<file path="config.mk">
export PLATFORM = sky130hd
export DESIGN_NAME = convergence_check
export DESIGN_NICKNAME = d
export VERILOG_FILES = /design/src/rtl/convergence_check.sv
export SDC_FILE = /design/constraint.sdc
export NUM_CORES = 1
export LEC_CHECK = 0
export ABC_AREA = 1
export ABC_CLOCK_PERIOD_IN_PS = 4360
export CAP_MARGIN = 20
export CORE_MARGIN = 4
export CORE_UTILIZATION = 46
export CTS_CLUSTER_SIZE = 28
export DETAILED_ROUTE_END_ITERATION = 12
export GPL_ROUTABILITY_DRIVEN = 0
export GPL_TIMING_DRIVEN = 0
export PLACE_DENSITY = 0.71
export SLEW_MARGIN = 10
export SYNTH_ARGS = -nofsm -noshare
export SYNTH_HDL_FRONTEND = slang
export SYNTH_SLANG_ARGS = --single-unit
</file>
<file path="constraint.sdc">
create_clock -name clk -period 4.36 [get_ports clk]
set_clock_uncertainty 0.2 [all_clocks]
set_input_delay 0.872 -clock clk [delete_from_list [all_inputs] [get_ports clk]]
set_output_delay 0.872 -clock clk [all_outputs]
set_load 0.01 [all_outputs]
</file>
<file path="src/rtl/convergence_check.sv">
// Two-stage Manhattan-distance check of new vs. old centroids; writes each new centroid back
// and reports convergence once centroid_num results have been processed since the last clear.
module convergence_check #(
  parameter int centroid_num    = 8,
  parameter int log2_cent_num   = 3,
  parameter int coord_num       = 7,
  parameter int cordinate_width = 13,
  parameter int manhatten_width = 16,
  parameter int conv_threshold  = 16
) (
  input  logic                                 clk,
  input  logic                                 rst_n,
  input  logic                                 convergence_reg_en,
  input  logic                                 convergence_regs_reset_n,
  input  logic                                 cent_valid,
  input  logic [log2_cent_num-1:0]             cent_idx,
  input  logic [coord_num*cordinate_width-1:0] new_cent,
  input  logic [coord_num*cordinate_width-1:0] old_cent,
  output logic [coord_num*cordinate_width-1:0] wr_cent,
  output logic [centroid_num-1:0]              wr_cent_en,
  output logic [log2_cent_num-1:0]             wr_cnvrg_to_calc_cent_num,
  output logic                                 converge_res_available,
  output logic                                 has_converged
);

  localparam logic [1:0] IDLE    = 2'd0;
  localparam logic [1:0] COLLECT = 2'd1;
  localparam logic [1:0] DONE    = 2'd2;
  localparam int CNT_W = log2_cent_num + 1;

  logic [1:0]                           state;
  logic                                 accept;
  logic [cordinate_width-1:0]           diff_c [coord_num];
  logic [cordinate_width-1:0]           s1_diff [coord_num];
  logic                                 s1_vld;
  logic [coord_num*cordinate_width-1:0] s1_new;
  logic [log2_cent_num-1:0]             s1_idx;
  logic [manhatten_width-1:0]           sum_c;
  logic                                 close_c;
  logic [centroid_num-1:0]              onehot_c;
  logic [CNT_W-1:0]                     cnt;
  logic [CNT_W-1:0]                     cnt_nxt;
  logic                                 last_c;
  logic                                 all_close;

  assign accept = cent_valid & convergence_reg_en & convergence_regs_reset_n & (state != DONE);

  always_comb begin
    for (int k = 0; k < coord_num; k++) begin
      diff_c[k] = (new_cent[k*cordinate_width +: cordinate_width] >= old_cent[k*cordinate_width +: cordinate_width])
                ? new_cent[k*cordinate_width +: cordinate_width] - old_cent[k*cordinate_width +: cordinate_width]
                : old_cent[k*cordinate_width +: cordinate_width] - new_cent[k*cordinate_width +: cordinate_width];
    end
  end

  // Second stage adds the registered differences; the total never exceeds manhatten_width bits.
  always_comb begin
    sum_c = '0;
    for (int k = 0; k < coord_num; k++) begin
      sum_c = sum_c + manhatten_width'(s1_diff[k]);
    end
    close_c  = (sum_c <= manhatten_width'(conv_threshold));
    onehot_c = '0;
    onehot_c[s1_idx] = 1'b1;
    cnt_nxt  = cnt + CNT_W'(1);
    last_c   = (cnt_nxt == CNT_W'(centroid_num));
  end

  always_ff @(posedge clk or negedge rst_n) begin
    if (!rst_n) begin
      s1_vld <= 1'b0;
      s1_new <= '0;
      s1_idx <= '0;
      for (int k = 0; k < coord_num; k++) s1_diff[k] <= '0;
    end else if (!convergence_regs_reset_n) begin
      s1_vld <= 1'b0;
    end else begin
      s1_vld <= accept;
      if (accept) begin
        s1_diff <= diff_c;
        s1_new  <= new_cent;
        s1_idx  <= cent_idx;
      end
    end
  end

  // Count and all_close update on the same edge as the write-back so the verdict lands at N+2.
  always_ff @(posedge clk or negedge rst_n) begin
    if (!rst_n) begin
      state                     <= IDLE;
      cnt                       <= '0;
      all_close                 <= 1'b1;
      wr_cent                   <= '0;
      wr_cent_en                <= '0;
      wr_cnvrg_to_calc_cent_num <= '0;
      converge_res_available    <= 1'b0;
      has_converged             <= 1'b0;
    end else if (!convergence_regs_reset_n) begin
      state                  <= IDLE;
      cnt                    <= '0;
      all_close              <= 1'b1;
      wr_cent_en             <= '0;
      converge_res_available <= 1'b0;
      has_converged          <= 1'b0;
    end else begin
      wr_cent_en <= '0;
      if (accept && state == IDLE) state <= COLLECT;
      if (s1_vld) begin
        wr_cent                   <= s1_new;
        wr_cent_en                <= onehot_c;
        wr_cnvrg_to_calc_cent_num <= s1_idx;
        if (state != DONE) begin
          cnt       <= cnt_nxt;
          all_close <= all_close & close_c;
          if (last_c) begin
            state                  <= DONE;
            converge_res_available <= 1'b1;
            has_converged          <= all_close & close_c;
          end
        end
      end
    end
  end

endmodule

</file>
==> run summary, run 1 <==
Crit. End Element = register
Tcrit/Tclk final = 99.4%
RSZ-0062 raised after global routing = yes
Family with the most delay on the worst path = adder cells
Initial DRC Count = 1,428
Clock slew at reported path FFs = 0.06 ns
Worst path max stage delay = 0.56 ns
Worst Tran Pin Value = 1.13 ns
Fill cell count = 4,857
Power Density = 782 mW/mm²
Total global-route track usage = 24.1%
Fin Setup TNS = 0 ns
Fmax = 231 MHz
Residual DRC = 0
Die area = 0.0553 mm²
Hold crit path type = in2async
Worst IR Drop VDD = 1.41 mV
Synthesized flop and latch total = 297
WL final = 67,700 µm
Critical path, cell by cell = fa_1 > fa_1 > inv_1 > fa_1 > fa_1 > inv_1 > ha_2 > nand2_1 > nor2_1 > nand2_1 > a21oi_1 > a21oi_1 > nand3_1 > nor2_2 > nand3_1 > nand2_1
FF-to-FF setup slack = 0.03 ns
Crit-path slowest cell = fa_1
Largest net degree at the start of global routing = 109
Worst skew pair latency = 0.56 ns
I/O Buffers = 292
Startpoint types = register
Pins Over Slew Limit = 0
CORE AREA = 0.0506 mm²
Diode count = 0
# clock sinks = 297
Synth Instances = 3,258
YS warnings = 0
Post-Syn Area = 0.0237 mm²
Rel. slew slack = 25.0%
Cell Rows = 82
Total count of hold-check failures in the final report = 0
Mean Syn Cell Area = 7.28 µm²
Post-DP HPWL = 54,200 µm
Maximum clock path buffer count = 3
Status = completed
Post-cts hold buffer count = 0
Die width = 235 µm
Final non-filler cell total = 4,287
Worst setup path category = reg2reg
I/O pin cnt = 294
Post-Syn Nets = 3,719
Setup Viol. Count Final = 0
Vias per cell = 4.95
Total CTS buffers = 36
Initial Util = 46.9%
Layout cell share with drive strength beyond 1 = 7.50%
Drt pass-1 iters = 6
Post-synth cell types = 45
WP data arrival = 4.57 ns
CTS tree = built
H-tree Lvls = 2
Max FO, Critical Path = 6
P&R area growth vs syn = 21.5%
Inst Count DP = 4,225
Number of max-cap violations = 0
Via Count = 21,200
Crit path from = s1_diff[11]
Clock Root Buffer = clkbuf_16
Number of global-route vias before repair = 21,100
R2r startpoint = s1_diff[11]
Fin crit period = 4.33 ns
First-pass GRT wire length = 110,000 µm
Post-route antenna net violation count = 0
Fin nets = 4,054
Lkg Pwr = 15.5 nW
Crit path buf inv count = 2
Antenna violations before repair = 2
Most used cell, CP = fa_1
Pwr Total = 22.5 mW
WL/cell = 15.8 µm
Grt ovf = 0
Die height = 235 µm
Worst EP required = 4.59 ns
Register area share after synthesis = 31.3%
-- placed cells by master (no fill, tap or decap), types with 21 or more instances in the layout --
cell	synthesis	routed
nand2_1	1202	1196
inv_1	442	437
dfrtp_1	296	296
clkdlybuf4s50_1	0	291
ha_1	194	185
o21ai_0	173	173
a21oi_1	158	157
xor2_1	117	117
nand3_1	111	108
nor2_1	112	107
fa_1	77	75
buf_2	44	44
clkbuf_16	0	37
nand2_2	29	35
clkbuf_1	30	33
buf_4	31	33
o21ai_1	29	29
nand4_1	22	22
nand3b_1	21	21
-- cell type report --
| cell class | count | area (µm²) | area share [%] |
|---|---|---|---|
| buffer | 135 | 823 | 2.86 |
| clock buffer | 44 | 992 | 3.44 |
| clock inverter | 16 | 110 | 0.382 |
| inverter | 452 | 1700 | 5.88 |
| multi-input combinational | 2374 | 13900 | 48.3 |
| sequential | 297 | 7430 | 25.8 |
| tap | 672 | 841 | 2.92 |
| timing repair buffer | 297 | 3010 | 10.5 |
-- metrics by stage --
step | hold WS (ns) | worst slack, ns | instance area (µm²) | utilization [%]
floorplan | 0.242 | 0.205 | 23700 | -
global placement | 0.250 | -10.75 | 27500 | 54.3
detailed placement | 0.250 | -0.223 | 27600 | 54.5
CTS | 0.106 | 0.00127 | 28800 | 56.9
global route | 0.132 | -0.176 | 28800 | 57.0
finish | 0.0754 | 0.0271 | 28800 | 57.0
-- path summary, 6_finish.rpt --
kind,to,cells after the start
worst max-delay path,has_converged,16
worst min-delay path,wr_cent[86],1
worst max register to register,has_converged,16
worst min register to register,wr_cent[58],2
max in group asynchronous,wr_cent[36],3
min in group clk,wr_cent[58],2
-- registers in the layout (all words and copies together) (netlist names) --
name / cells
s1_vld: 1
all_close: 1
converge_res_available: 1
wr_cent: 91
cnt: 4
s1_idx: 3
wr_cnvrg_to_calc_cent_num: 3
state: 2
s1_new: 91
s1_diff: 91
has_converged: 1
wr_cent_en: 8
-- worst register-to-register path, delay by kind of cell, from the launching register on --
kind,cells,cell delay [ns]
fa+ha+maj,5,2.52
simple gates,7,0.67
flops,1,0.44
compound gates,2,0.29
buf+inv,2,0.10
-- cell usage after synthesis (all sizes together) --
library cell | count | area [µm²]
ha | 194 | 2430
clkbuf | 36 | 143
dfrtp | 296 | 7410
a21o | 20 | 150
dlygate4sd1 | 2 | 17.5
o21a | 18 | 135
o21ai | 203 | 1020
nand2 | 1234 | 4730
nand3b | 22 | 178
a211oi | 2 | 15.0
buf | 97 | 663
a31oi | 9 | 56.3
fa | 77 | 1540
or2 | 1 | 6.26
inv | 452 | 1700
xnor2 | 17 | 149
nor2 | 131 | 564
o21bai | 7 | 60.1
xor2 | 117 | 1020
a21oi | 162 | 826
nand3 | 114 | 586
nor3b | 2 | 15.0
and2 | 2 | 12.5
nor3 | 14 | 91.3
dfstp | 1 | 26.3
nand4 | 23 | 150
a21boi | 5 | 37.5
-- kinds of logic after synthesis --
kind of cell | share of synthesized area (%)
compound gates | 9.69
buf+inv | 10.6
xor+xnor | 4.95
simple gates | 26.7
fa+ha+maj | 16.7
flops | 31.3
-- repair_timing --
action / 4_1_cts / 5_1_grt
pin swaps: 6 / 6
setup endpoints to repair: 2 / 2
buffers inserted: 1 / 1
resized for setup: 18 / 16
-- layer usage --
metal / global-route usage [%] / share of wire [%]
met5: 0 / 0.018
met4: 8.34 / 3.7
met3: 4.62 / 6.4
met2: 40.2 / 46
met1: 31.7 / 44
-- power breakdown --
group          internal, mW  switching (mW)  total [mW]
combinational          6.38            9.59        16.0
clock                  1.62            1.22        2.84
sequential             3.34           0.396        3.73
(Power assumes the default switching activity.)
==> run 2: changes to the inputs <==
--- a/config.mk
+++ b/config.mk
@@ -10,7 +10,6 @@
 export CAP_MARGIN = 20
 export CORE_MARGIN = 4
 export CORE_UTILIZATION = 46
-export CTS_CLUSTER_SIZE = 28
 export DETAILED_ROUTE_END_ITERATION = 12
 export GPL_ROUTABILITY_DRIVEN = 0
 export GPL_TIMING_DRIVEN = 0
==> results of run 2 <==
Final layout, timing and power as in run 1 (identical DEF).
==> run 3: changes to the inputs <==
--- a/config.mk
+++ b/config.mk
@@ -8,12 +8,14 @@
 export ABC_AREA = 1
 export ABC_CLOCK_PERIOD_IN_PS = 4360
 export CAP_MARGIN = 20
+export CELL_PAD_IN_SITES_DETAIL_PLACEMENT = 1
+export CELL_PAD_IN_SITES_GLOBAL_PLACEMENT = 1
 export CORE_MARGIN = 4
-export CORE_UTILIZATION = 46
+export CORE_UTILIZATION = 38
 export DETAILED_ROUTE_END_ITERATION = 12
 export GPL_ROUTABILITY_DRIVEN = 0
 export GPL_TIMING_DRIVEN = 0
-export PLACE_DENSITY = 0.71
+export PLACE_DENSITY_LB_ADDON = 0.1
 export SLEW_MARGIN = 10
 export SYNTH_ARGS = -nofsm -noshare
 export SYNTH_HDL_FRONTEND = slang
==> run 3 against run 2 <==
Effect of this change: the flow now finishes with violations (negative setup slack); core utilization shrank 9.4 points; count of clock-buffer cells in the layout up 10; non-clock buffer count grew 3; via count up 3.4%; total power up 9.8%; critical path type unchanged.
==> run summary, run 3 (synthesized netlist as in run 1, its figures left out) <==
Status = complete, but fails checks
Failing checks = negative setup slack
Pins Over Slew Limit = 0 (unchanged)
CTS tree = built
Number of max-cap violations = 0 (unchanged)
Layout cell share with drive strength beyond 1 = 8.38% (+0.89 points)
Number of global-route vias before repair = 24,300 (+16%)
CORE AREA = 0.0617 mm² (+22%)
Crit path from = s1_diff[41]
# clock sinks = 297 (unchanged)
Post-route antenna net violation count = 0 (unchanged)
Worst setup margin = -0.0478 ns (-0.0749 ns)
I/O Buffers = 292 (unchanged)
Setup Viol. Count Final = 1 (+1)
Max FO, Critical Path = 2 (-4)
Tcrit/Tclk final = 101% (+1.7 points)
Crit. End Element = register
Total count of hold-check failures in the final report = 0 (unchanged)
P&R area growth vs syn = 23.8%
Hold slack = 0.0282 ns (-0.0472 ns)
Total global-route track usage = 24.2% (+0.11 points)
Core Util, Final = 47.6% (-9.4 points)
R2r startpoint = s1_diff[41]
Post-cts hold buffer count = 0 (unchanged)
Residual DRC = 0 (unchanged)
Lkg Pwr = 15.6 nW (+0.71%)
GRT met1 Usage = 28.9% (-2.8 points)
WL final = 81,100 µm (+20%)
Met2 Track Usage GR = 44.5% (+4.3 points)
Worst EP required = 4.65 ns (+0.06 ns)
Maximum clock path buffer count = 3 (unchanged)
WP data arrival = 4.70 ns (+0.13 ns)
Total CTS buffers = 38 (+5.6%)
Power Density = 843 mW/mm² (+7.8%)
RSZ-0062 raised after global routing = yes
Worst IR Drop VDD = 1.13 mV (-20%)
First-pass GRT wire length = 130,000 µm (+18%)
Largest net degree at the start of global routing = 102 (-6.4%)
Top flop regs = s1_diff: 91 flops, s1_new: 91 flops, wr_cent: 91 flops
Via Count = 21,900 (+3.4%)
Fill cell count = 7,754 (+60%)
Clock Root Buffer = clkbuf_16
Cell Rows = 91 (+11%)
Pre-CTS WS = -0.349 ns (-0.126 ns)
FF-to-FF setup slack = -0.05 ns (-0.07 ns)
Die height = 258 µm (+9.7%)
Fmax = 227 MHz (-1.7%)
Fin crit period = 4.41 ns (+0.0749 ns)
Drt pass-1 iters = 4 (-2)
Die width = 258 µm (+9.7%)
Startpoint types = register
Routing usage on met3 = 3.87% (-0.74 points)
Hold crit path type = in2async
Initial Util = 38.4% (-8.5 points)
Antenna violations before repair = 1 (-1)
Gr busiest metal = met2
Clock slew at reported path FFs = 0.06 ns (about the same)
Commonest non-fill, non-tap cell in the layout = nand2_1
Die area = 0.0665 mm² (+20%)
Initial DRC Count = 826 (-42%)
Rel. slew slack = 44.8% (+20 points)
WL/cell = 18.2 µm (+15%)
Worst skew pair latency = 0.57 ns (about the same)
I/O pin cnt = 294 (unchanged)
Post-DP HPWL = 66,700 µm (+23%)
Worst setup path category = reg2reg
Grt ovf = 0 (unchanged)
Most frequent cells in the layout = 1,187 x nand2_1, 433 x inv_1, 296 x dfrtp_1
Worst Tran Pin Value = 0.826 ns (-0.299 ns)
Vias per cell = 4.91 (-0.73%)
H-tree Lvls = 2 (unchanged)
Fin nets = 4,059 (+0.12%)
run 3: changes by cell type in the layout (fill, tap and decap cells not counted), moves of 3 or more:
cell / change
nand2_1: -9
nand2_2: +6
fa_1: -5
fa_2: +5
clkbuf_1: +4
clkbuf_8: +4
inv_1: -4
inv_2: +4
bufinv_16: +3
clkinv_2: -3
clkinv_4: -3
nand2_4: +3
nand3_1: -3
run 3: final timing paths:
path                            endpoint  cells after the start
min reg2reg                  wr_cent[56]                      2
max                        has_converged                     18
max reg2reg                has_converged                     18
min                          wr_cent[85]                      1
max in group asynchronous     s1_new[34]                      4
min in group clk             wr_cent[56]                      2
run 3: worst max-delay path: stages, from the launching register on:
cell and delay [ns]:
dfrtp_1 0.40, fa_1 0.57, inv_2 0.05, fa_1 0.50, fa_1 0.51, inv_1 0.06, fa_2 0.58, inv_2 0.05
fa_2 0.52, inv_2 0.05, nor3_4 0.20, nand2_2 0.08, nand3_2 0.07, nand2_2 0.07, nor2_1 0.09, nand3_1 0.09
nor2_1 0.09, nand3_1 0.10, nand2_1 0.08
run 3: per-layer routing:
layer  up-vias  part of all wire (%)
met5         -                     0
met4         0                   3.6
met3       123                   3.9
met2       371                    50
met1     10700                    42
li1      10700                     -
run 3: cell type report:
type	count	area [µm²]	share of cell area, %
Multi-Input combinational cell	2374	14000	47.8
Sequential cell	297	7430	25.3
Timing Repair Buffer	300	3060	10.4
Inverter	452	1700	5.78
Clock buffer	54	1090	3.72
Tap cell	837	1050	3.57
Buffer	135	825	2.81
Clock inverter	14	171	0.584
Antenna cell	2	5.00	0.0170
run 3: repair_timing:
action	4_1_cts	5_1_grt
pin swaps	25	11
gates resized for setup	42	29
buffers inserted	3	0
endpoints found under the setup margin	2	2
run 3: where the power goes:
| group | internal [mW] | total, mW | switching (mW) |
|---|---|---|---|
| Clock | 1.93 | 3.24 | 1.31 |
| Sequential | 3.34 | 3.76 | 0.419 |
| Combinational | 6.89 | 17.8 | 10.9 |
run 3: metrics by stage:
step,TNS [ns],cell area (µm²),std cells,power (mW)
2_1_floorplan,0,23700,3258,14.3
3_5_place_dp,-0.602,27800,4391,18.8
5_1_grt,-0.370,29400,4464,27.4
3_3_place_gp,-3225.82,27700,4387,18.1
6_report,-0.0478,29400,4465,24.8
4_1_cts,-0.0705,29200,4462,23.7
